$ cat config.mk
export PLATFORM = sky130hd
export DESIGN_NAME = alu_exec_stage
export DESIGN_NICKNAME = d
export VERILOG_FILES = /design/src/rtl/alu_exec_stage.sv
export SDC_FILE = /design/constraint.sdc
export NUM_CORES = 1
export LEC_CHECK = 0
export BUFFER_PORTS_ARGS = -buffer_cell sky130_fd_sc_hd__buf_2
export CORE_MARGIN = 3
export CORE_UTILIZATION = 25
export CTS_BUF_LIST = sky130_fd_sc_hd__clkbuf_2
export DETAILED_ROUTE_END_ITERATION = 10
export PLACE_DENSITY = 0.47
export REMOVE_ABC_BUFFERS = 1
export SYNTH_ARGS = -nofsm -noshare
export SYNTH_HDL_FRONTEND = slang
export SYNTH_SLANG_ARGS = --single-unit
$ cat constraint.sdc
create_clock -name clk -period 4.32 [get_ports clk]
set_input_delay 0.864 -clock clk [delete_from_list [all_inputs] [get_ports clk]]
set_output_delay 0.864 -clock clk [all_outputs]
set_load 0.01 [all_outputs]
$ cat src/rtl/alu_exec_stage.sv
// -----------------------------------------------------------------------------
// alu_exec_stage: registered execute stage around a 32-bit combinational alu.
//
// Build option: define ALU_EXEC_SKID_EN to register in_ready and add a
// one-entry skid buffer. This removes the combinational out_ready -> in_ready
// path and raises capacity to two ops. Throughput stays at 1 op/cycle.
//
// Handshake (both sides): a beat moves on a rising clk edge where
// valid && ready. valid, once raised by a producer, holds with stable payload
// until it is accepted. ready may change freely.
//
// alu opcode map (aluc). carry and overflow are 0 unless listed:
//   0000 addu  a+b           carry = unsigned carry out
//   0001 subu  a-b           carry = borrow (a < b unsigned)
//   0010 add   a+b           carry = carry out, overflow = signed overflow
//   0011 sub   a-b           carry = borrow,    overflow = signed overflow
//   0100 and   0101 or   0110 xor   0111 nor
//   100x lui   {b[15:0], 16'h0}
//   1010 sltu  a < b unsigned, carry = borrow
//   1011 slt   a < b signed
//   1100 sra   b >>> a[4:0]
//   1101 srl   b >> a[4:0]
//   111x sll   b << a[4:0]
//   zero = (result == 0), negative = result[31]
//
// Ports (alu_exec_stage):
//   clk, rst         rising-edge clock, asynchronous active-high reset
//   in_valid/ready   upstream handshake; in_a, in_b, in_aluc, in_tag payload
//   out_valid/ready  downstream handshake; out_result, out_flags
//                    {zero, carry, negative, overflow}, out_tag payload
//   sticky_flags     {carry, overflow} ORed over output transfers
//   clr_sticky       pulse that clears sticky_flags (a same-cycle transfer
//                    still contributes its flags)
//   op_count         completed output transfers, wraps modulo 2^CNT_W
// -----------------------------------------------------------------------------

module alu (
  input  logic [31:0] a,
  input  logic [31:0] b,
  input  logic [3:0]  aluc,
  output logic [31:0] r,
  output logic        zero,
  output logic        carry,
  output logic        negative,
  output logic        overflow
);

  // 33-bit add/sub. Bit 32 is the carry out, or the borrow for subtraction.
  logic [32:0] sum;
  logic [32:0] dif;
  logic        add_ovf;
  logic        sub_ovf;

  assign sum = {1'b0, a} + {1'b0, b};
  assign dif = {1'b0, a} - {1'b0, b};

  // Signed overflow: same-sign operands give a result of the other sign
  // (add), or different-sign operands give a result whose sign differs
  // from a (sub).
  assign add_ovf = (a[31] == b[31]) && (sum[31] != a[31]);
  assign sub_ovf = (a[31] != b[31]) && (dif[31] != a[31]);

  always_comb begin
    r        = '0;
    carry    = 1'b0;
    overflow = 1'b0;
    case (aluc)
      4'b0000: begin r = sum[31:0]; carry = sum[32]; end
      4'b0001: begin r = dif[31:0]; carry = dif[32]; end
      4'b0010: begin r = sum[31:0]; carry = sum[32]; overflow = add_ovf; end
      4'b0011: begin r = dif[31:0]; carry = dif[32]; overflow = sub_ovf; end
      4'b0100: r = a & b;
      4'b0101: r = a | b;
      4'b0110: r = a ^ b;
      4'b0111: r = ~(a | b);
      4'b1000,
      4'b1001: r = {b[15:0], 16'h0000};
      4'b1010: begin r = {31'b0, dif[32]}; carry = dif[32]; end
      4'b1011: r = {31'b0, ($signed(a) < $signed(b))};
      4'b1100: r = $signed(b) >>> a[4:0];
      4'b1101: r = b >> a[4:0];
      default: r = b << a[4:0];   // 1110, 1111
    endcase
  end

  assign zero     = (r == 32'h0);
  assign negative = r[31];

endmodule

module alu_exec_stage #(
  parameter int TAG_W = 4,
  parameter int CNT_W = 16
) (
  input  logic             clk,
  input  logic             rst,
  input  logic             in_valid,
  output logic             in_ready,
  input  logic [31:0]      in_a,
  input  logic [31:0]      in_b,
  input  logic [3:0]       in_aluc,
  input  logic [TAG_W-1:0] in_tag,
  output logic             out_valid,
  input  logic             out_ready,
  output logic [31:0]      out_result,
  output logic [3:0]       out_flags,
  output logic [TAG_W-1:0] out_tag,
  output logic [1:0]       sticky_flags,
  input  logic             clr_sticky,
  output logic [CNT_W-1:0] op_count
);

  // Operands presented to the alu. They come from the skid entry when one
  // is held, otherwise straight from the input port.
  logic [31:0]      alu_a;
  logic [31:0]      alu_b;
  logic [3:0]       alu_aluc;
  logic [TAG_W-1:0] load_tag;

  logic [31:0]      alu_r;
  logic             alu_zero;
  logic             alu_carry;
  logic             alu_negative;
  logic             alu_overflow;

  logic             in_fire;
  logic             out_fire;
  logic             load;       // output register captures alu outputs

  assign out_fire = out_valid && out_ready;

`ifdef ALU_EXEC_SKID_EN
  logic             skid_valid;
  logic             skid_valid_next;
  logic [31:0]      skid_a;
  logic [31:0]      skid_b;
  logic [3:0]       skid_aluc;
  logic [TAG_W-1:0] skid_tag;
  logic             ready_q;
  logic             load_ok;
  logic             skid_capture;

  // Output register is free this cycle: empty, or its value is leaving.
  assign load_ok  = !out_valid || out_ready;
  assign in_ready = ready_q;
  assign in_fire  = in_valid && ready_q;

  // The skid entry is older than anything on the port, so it loads first.
  // in_ready is low while the entry is full, so both cannot compete.
  assign load         = (skid_valid || in_fire) && load_ok;
  assign skid_capture = in_fire && !load_ok;

  assign alu_a    = skid_valid ? skid_a    : in_a;
  assign alu_b    = skid_valid ? skid_b    : in_b;
  assign alu_aluc = skid_valid ? skid_aluc : in_aluc;
  assign load_tag = skid_valid ? skid_tag  : in_tag;

  always_comb begin
    skid_valid_next = skid_valid;
    if (skid_valid) begin
      if (load_ok) skid_valid_next = 1'b0;
    end else if (skid_capture) begin
      skid_valid_next = 1'b1;
    end
  end

  // ready_q resets low and rises on the first edge after reset releases.
  // It depends only on flop state, never on out_ready.
  always_ff @(posedge clk or posedge rst) begin
    if (rst) begin
      skid_valid <= 1'b0;
      skid_a     <= '0;
      skid_b     <= '0;
      skid_aluc  <= '0;
      skid_tag   <= '0;
      ready_q    <= 1'b0;
    end else begin
      skid_valid <= skid_valid_next;
      ready_q    <= !skid_valid_next;
      if (skid_capture) begin
        skid_a    <= in_a;
        skid_b    <= in_b;
        skid_aluc <= in_aluc;
        skid_tag  <= in_tag;
      end
    end
  end
`else
  // Capacity of one op. Accept whenever the output register is empty or
  // is being emptied in this same cycle. Held low during reset.
  assign in_ready = !rst && (!out_valid || out_ready);
  assign in_fire  = in_valid && in_ready;
  assign load     = in_fire;

  assign alu_a    = in_a;
  assign alu_b    = in_b;
  assign alu_aluc = in_aluc;
  assign load_tag = in_tag;
`endif

  // The opcode passes straight through. This stage does no decoding.
  alu u_alu (
    .a        (alu_a),
    .b        (alu_b),
    .aluc     (alu_aluc),
    .r        (alu_r),
    .zero     (alu_zero),
    .carry    (alu_carry),
    .negative (alu_negative),
    .overflow (alu_overflow)
  );

  // Output register. It holds steady while stalled (out_valid && !out_ready).
  always_ff @(posedge clk or posedge rst) begin
    if (rst) begin
      out_valid  <= 1'b0;
      out_result <= '0;
      out_flags  <= '0;
      out_tag    <= '0;
    end else if (load) begin
      out_valid  <= 1'b1;
      out_result <= alu_r;
      out_flags  <= {alu_zero, alu_carry, alu_negative, alu_overflow};
      out_tag    <= load_tag;
    end else if (out_fire) begin
      out_valid  <= 1'b0;
    end
  end

  // Sticky {carry, overflow}. A clear that coincides with a transfer
  // leaves exactly that transfer's flags: the clear applies first, then
  // the transfer's flags are ORed in.
  logic [1:0] xfer_flags;
  assign xfer_flags = {out_flags[2], out_flags[0]};

  always_ff @(posedge clk or posedge rst) begin
    if (rst) begin
      sticky_flags <= 2'b00;
    end else if (clr_sticky) begin
      sticky_flags <= out_fire ? xfer_flags : 2'b00;
    end else if (out_fire) begin
      sticky_flags <= sticky_flags | xfer_flags;
    end
  end

  // Completed-operation counter. It wraps naturally at 2^CNT_W.
  always_ff @(posedge clk or posedge rst) begin
    if (rst) begin
      op_count <= '0;
    end else if (out_fire) begin
      op_count <= op_count + CNT_W'(1);
    end
  end

endmodule

== Yosys cells after proc, flatten, opt, wreduce, memory -nomap -nowiden ==
Cells that the tools add are included.

* Bits in registers: 59
* Logic and storage cells: 59

* Add/subtract/negate cells: 3
* Order comparisons: 1
* Equal/unequal tests: 17
* Shift-type cells: 3
* Muxes and demuxes: 8
* Bitwise operators: 5
* Reductions and logical operators: 16

{| class="wikitable"
|+ Operator list
! cell !! number
|-
| case mux 32 bit (11 select lines) || 1
|-
| adder 32 x 32 -> 33 bit || 1
|-
| subtractor 32 x 32 -> 33 bit || 1
|-
| AND 32 bit || 1
|-
| zero test 32 bit || 1
|-
| less-than comparator 32 bit || 1
|-
| inverter 32 bit || 1
|-
| OR 32 bit || 1
|-
| << shifter 32 x 5 -> 32 bit || 1
|-
| right shift 32 x 5 -> 32 bit || 1
|-
| >>> shifter 32 x 5 -> 32 bit || 1
|-
| bitwise XOR 32 bit || 1
|-
| == test 4 bit (second input constant) || 6
|-
| adder 16 x 1 -> 16 bit (second input constant) || 1
|-
| == test 4 x 3 -> 1 bit (second input constant) || 4
|-
| == test 4 x 2 -> 1 bit (second input constant) || 2
|-
| two-way mux 2 bit || 3
|-
| OR reduction 2 bit || 3
|-
| logical AND 1 bit || 5
|-
| == test 4 x 1 -> 1 bit (second input constant) || 1
|-
| zero test 4 bit || 1
|-
| case mux 1 bit (2 select lines) || 2
|-
| nonzero test 2 bit || 2
|-
| inequality test 1 bit || 3
|-
| 6 further kinds || 8
|}

== Longest topological paths before layout ==
* Word-level depth: 5
* Depth in mapped cells: 18
* Gate-level depth less buffers: 14

== Cells and area by module ==
A second synthesis with hierarchy kept.

* Cells, all modules: 1641
* Area total of the unflattened synthesis: 12659.6 sq um

{| class="wikitable"
|+ By module, submodules not included
! module !! times used !! cells an instance !! area each (sq um) !! sequential area each (sq um)
|-
| alu || 1 || 1481 || 10121.0 || 0.0
|-
| alu_exec_stage || 1 || 160 || 2538.7 || 1476.4
|}

== Least setup slack after synthesis ==
Ideal clock, no wire load.

* Path kind: input -> register
* Start: input port in_a[2]
* End: register out_flags[3]
* Library setup time: 103 ps
* Arrival: 5568 ps
* Slack: -1352 ps
* Stages: 18
* Path buffers: 5
* Path through: buf_2 -> inv_2 -> clkbuf_1 -> clkbuf_1 -> buf_1 -> ha_1 -> clkbuf_1 -> nand2b_1 -> o311ai_1 -> a211oi_1 -> o211ai_1 -> a21boi_0 -> o21ai_0 -> a2111o_1 -> o21a_1 -> or4b_2 -> or4_1 -> o41ai_2

* Cells in the longest elaborated chain, start to end: 4

{| class="wikitable"
|+ Ends and longest elaborated chain
! item !! line !! source
|-
| start, declared || 99 || <nowiki>input logic [31:0] in_a,</nowiki>
|-
| parallel branches: the longest is 2 deep, another holds subtractor 32 x 32 -> 33 bit || - ||
|-
| case mux 32 bit (11 select lines) (*) || 67 || <nowiki>case (aluc)</nowiki>
|-
| zero test 32 bit (*) || 86 || <nowiki>assign zero = (r == 32'h0);</nowiki>
|-
| end signal, assigned || 223 || <nowiki>out_flags <= {alu_zero, alu_carry, alu_negative, alu_overflow};</nowiki>
|-
| end, declared || 106 || <nowiki>output logic [3:0] out_flags,</nowiki>
|}

Every way passes the cells marked *.
A chain may end at the register's enable or synchronous reset.

== Worst setup path after layout ==
* Start: input port in_a[0]
* End: register out_flags[3]

Same word-level chain as after synthesis.

==> reports/results.tsv <==
stage	metric	value	unit
power_and_ir_drop	intPower	2140	uW
sta	hold_viol_final	0	
sta	rsz0062_at_grt	yes	
cells_and_area	layout_common_cells	buf_4, nand2_1, nor2_1, buf_2, a21oi_1	
place	gp_congestion	1.07	
detailed_routing	vias	17690	
yosys	synth_seq_cells	58	
global_route	grt_pass1_wl	118000	um
power_and_ir_drop	p_per_area	200	mW/mm2
yosys	syn_area_per_cell	7.38	um2
place	post-dp-hpwl	68900	um
clock_network	clkLatencyLatePin	520	ps
critical_path	critPathMaxStageDelay	500	ps
cells_and_area	nets	2626	
detailed_routing	viasPerCell	5.67	
critical_path	crit_chain	buf_12 -> buf_12 -> buf_8 -> mux4_2 -> mux2_4 -> mux2i_1 -> buf_4 -> nor2_4 -> nor4_4 -> buf_4 -> nand4_1 -> o32a_1 -> or4_1 -> or4_4 -> or4_4 -> o41ai_2	
global_route	grt_max_degree	59	
detailed_routing	dr.pass1.iters	6	
power_and_ir_drop	pwr-share-clk	11.9	%
power_and_ir_drop	cellLeakagePower	0.00934	uW
sta	fmax	225	MHz
critical_path	slowest_stage	or4_1	
floorplan	io_pins	137	
power_and_ir_drop	share_comb_of_total_power	70.0	%
clock_network	ctsHtreeMaxLevel	3	
yosys	yosysWarnings	0	
place	dpl-instance-area	0.0192	mm2
sta	max_slew_margin	35.9	%
critical_path	path_class	primary input to register	
min_path	hp-class	register to register	
power_and_ir_drop	switchingPower	1810	uW
global_route	grt_use_total	29.4	%
critical_path	required	4770	ps
cells_and_area	layout_commonest_cell	buf_4	
global_route	grt_pass1_vias	17251	
yosys	synth_area_leaders	dfrtp_1, ha_1, mux4_2, nand2_1, mux2i_1	
cells_and_area	final_util	39.0	%
yosys	synth.top_cell.area_share	11.2	%
sta	post-route-period-util	103	%
sta	fin_crit	4450	ps
detailed_routing	drc	0	
yosys	synth_flop_cell	dfrtp_1	
power_and_ir_drop	switching_share	45.8	%
detailed_routing	drt_wl_total	82900	um
sta	setup_viol	1	
run_status	status	finished, violations left	
run_status	violations	setup timing	
power_and_ir_drop	vdd_drop_max	0.000117	V
cells_and_area	drive_above_1_share	39.8	%
sta	timing.final.max_slew_violations	0	
sta	setup_slack	-130	ps
yosys	async_flop_share	100	%
place	placement.io_buffers	136	
yosys	yosysSeqAreaShare	11.2	%
global_route	grt-ovfl-total	0	
cells_and_area	stdcell_area	0.0197	mm2
yosys	synth-edff-count	0	
critical_path	endpoint_kind	register	
floorplan	core-area	0.0507	mm2
detailed_routing	first_iter_violations	1940	
clock_network	clockBufferDepth	2	
power_and_ir_drop	pwr-share-seq	18.2	%
sta	fin_worst_skew	7.24	ps
yosys	synth_top_area_cell	dfrtp_1	
critical_path	crit_arrival	4900	ps
critical_path	crit_path_max_fanout	7	
detailed_routing	antenna_left	0	
clock_network	cts_tree	yes	
floorplan	dieArea	0.0546	mm2
yosys	syn_inst	1756	
yosys	syn_area	0.0130	mm2
detailed_routing	wl_per_cell	26.5	um
floorplan	std_cell_rows	82	
sta	worst_slew_pin_slew	962	ps
clock_network	cts_root_buf	clkbuf_2	
clock_network	cts.sinks	58	
yosys	synth.lib_cells_used.distinct	87	
job	drv_cap	0	
global_route	antenna_found_initial	7	
floorplan	initial_core_util	25.6	%
floorplan	dieWidth	234	um
floorplan	die_y	234	um
clock_network	clk_pin_slew	170	ps
critical_path	worst_setup_path_start_kind	primary input	
clock_network	numCtsBuffers	9	
cells_and_area	area_delta_synth_final	52.3	%
==> flip-flops by register name, indices dropped and copies added, names as in the netlist <==
name,cells
out_valid,1
sticky_flags,2
op_count,16
out_flags,4
out_result,31
out_tag,4
==> routing by layer <==
layer	track usage, %	part of all wire, %	vias up
li1	-	-	7952
met1	40.2	43	8585
met2	46.5	44	969
met3	4.24	8.0	182
met4	11.9	4.7	2
met5	0	0.019	-
==> path summary, 6_finish.rpt <==
kind | start | endpoint | slack (ps) | depth (start not counted)
worst max-delay path | in_a[0] | out_flags[3]$_DFFE_PP0P_ | -130 | 16
worst min-delay path | op_count[15]$_DFFE_PP0P_ | op_count[15]$_DFFE_PP0P_ | 480 | 1
worst max register to register | out_valid$_DFFE_PP0P_ | out_flags[3]$_DFFE_PP0P_ | 880 | 11
worst min register to register | op_count[15]$_DFFE_PP0P_ | op_count[15]$_DFFE_PP0P_ | 480 | 1
max in group asynchronous | rst | out_result[3]$_DFFE_PP0P_ | 3280 | 3
min in group asynchronous | rst | sticky_flags[1]$_DFFE_PP0P_ | 530 | 3
==> final cells by class <==
type | instances | area (um2)
Antenna cell | 3 | 7.51
Fill cell | 5391 | 30900
Multi-Input combinational cell | 1452 | 10800
Inverter | 106 | 398
Tap cell | 672 | 841
Clock inverter | 5 | 103
Timing Repair Buffer | 815 | 6120
Clock buffer | 11 | 55.1
Sequential cell | 58 | 1450
==> cell families after synthesis <==
| logic type | count (synthesis) | synth area share (%) |
|---|---|---|
| and+or+nand+nor | 578 | 21.3 |
| AOI/OAI and AO/OA | 563 | 29.7 |
| buffers and inverters | 246 | 7.80 |
| muxes | 156 | 16.3 |
| adders and majority gates | 107 | 10.4 |
| DFF | 58 | 11.2 |
| xor gates and xnor gates | 48 | 3.24 |
==> synth_stat cells, drive strengths merged (10+ instances only) <==
cell	number
a2111oi	12
a211oi	39
a21oi	121
a221oi	20
a22oi	23
a31oi	16
a32oi	11
and2	12
and3	11
buf	52
clkbuf	88
dfrtp	58
ha	105
inv	106
mux2	47
mux2i	71
mux4	38
nand2	197
nand2b	25
nand3	41
nand4	16
nor2	146
nor2b	17
nor3	38
nor4	20
o211ai	31
o21a	11
o21ai	112
o22ai	24
o31ai	16
or4	10
xnor2	35
xor2	13
==> power by group through the flow <==
stage	registers [uW]	logic (uW)	clock network, uW
after floorplan	771	1030	0
after global placement	727	2640	0
after detailed placement	731	2650	0
after CTS	720	2710	501
after global routing	736	2930	513
final	719	2770	471
==> worst max-delay path, delay by kind of cell <==
kind / cells / cell delay, ps
compound gates: 2 / 510
mux: 3 / 880
simple gates: 6 / 1910
buf+inv: 5 / 700
==> per-stage QoR <==
step	power, uW	TNS [ps]	hold WS (ps)	instances	setup slack, ps
CTS	3930	-72.7	404	3117	-72.7
global placement	3370	-4300	452	3094	-1380
floorplan	1800	-590	508	1616	-590
global route	4180	-131	450	3120	-131
detailed placement	3380	-4550	457	3094	-1420
finish	3960	-130	478	3122	-130
==> timing repair <==
| item | in CTS | in global routing |
|---|---|---|
| hold buffers | 0 | 0 |
| gates cloned | 1 | 0 |
| endpoints found under the hold margin | 0 | 0 |
| setup buffers | 6 | 2 |
| resized for setup | 73 | 5 |
| setup endpoints to repair | 1 | 2 |
| pin swaps | 13 | 7 |
(Power assumes the default switching activity.)
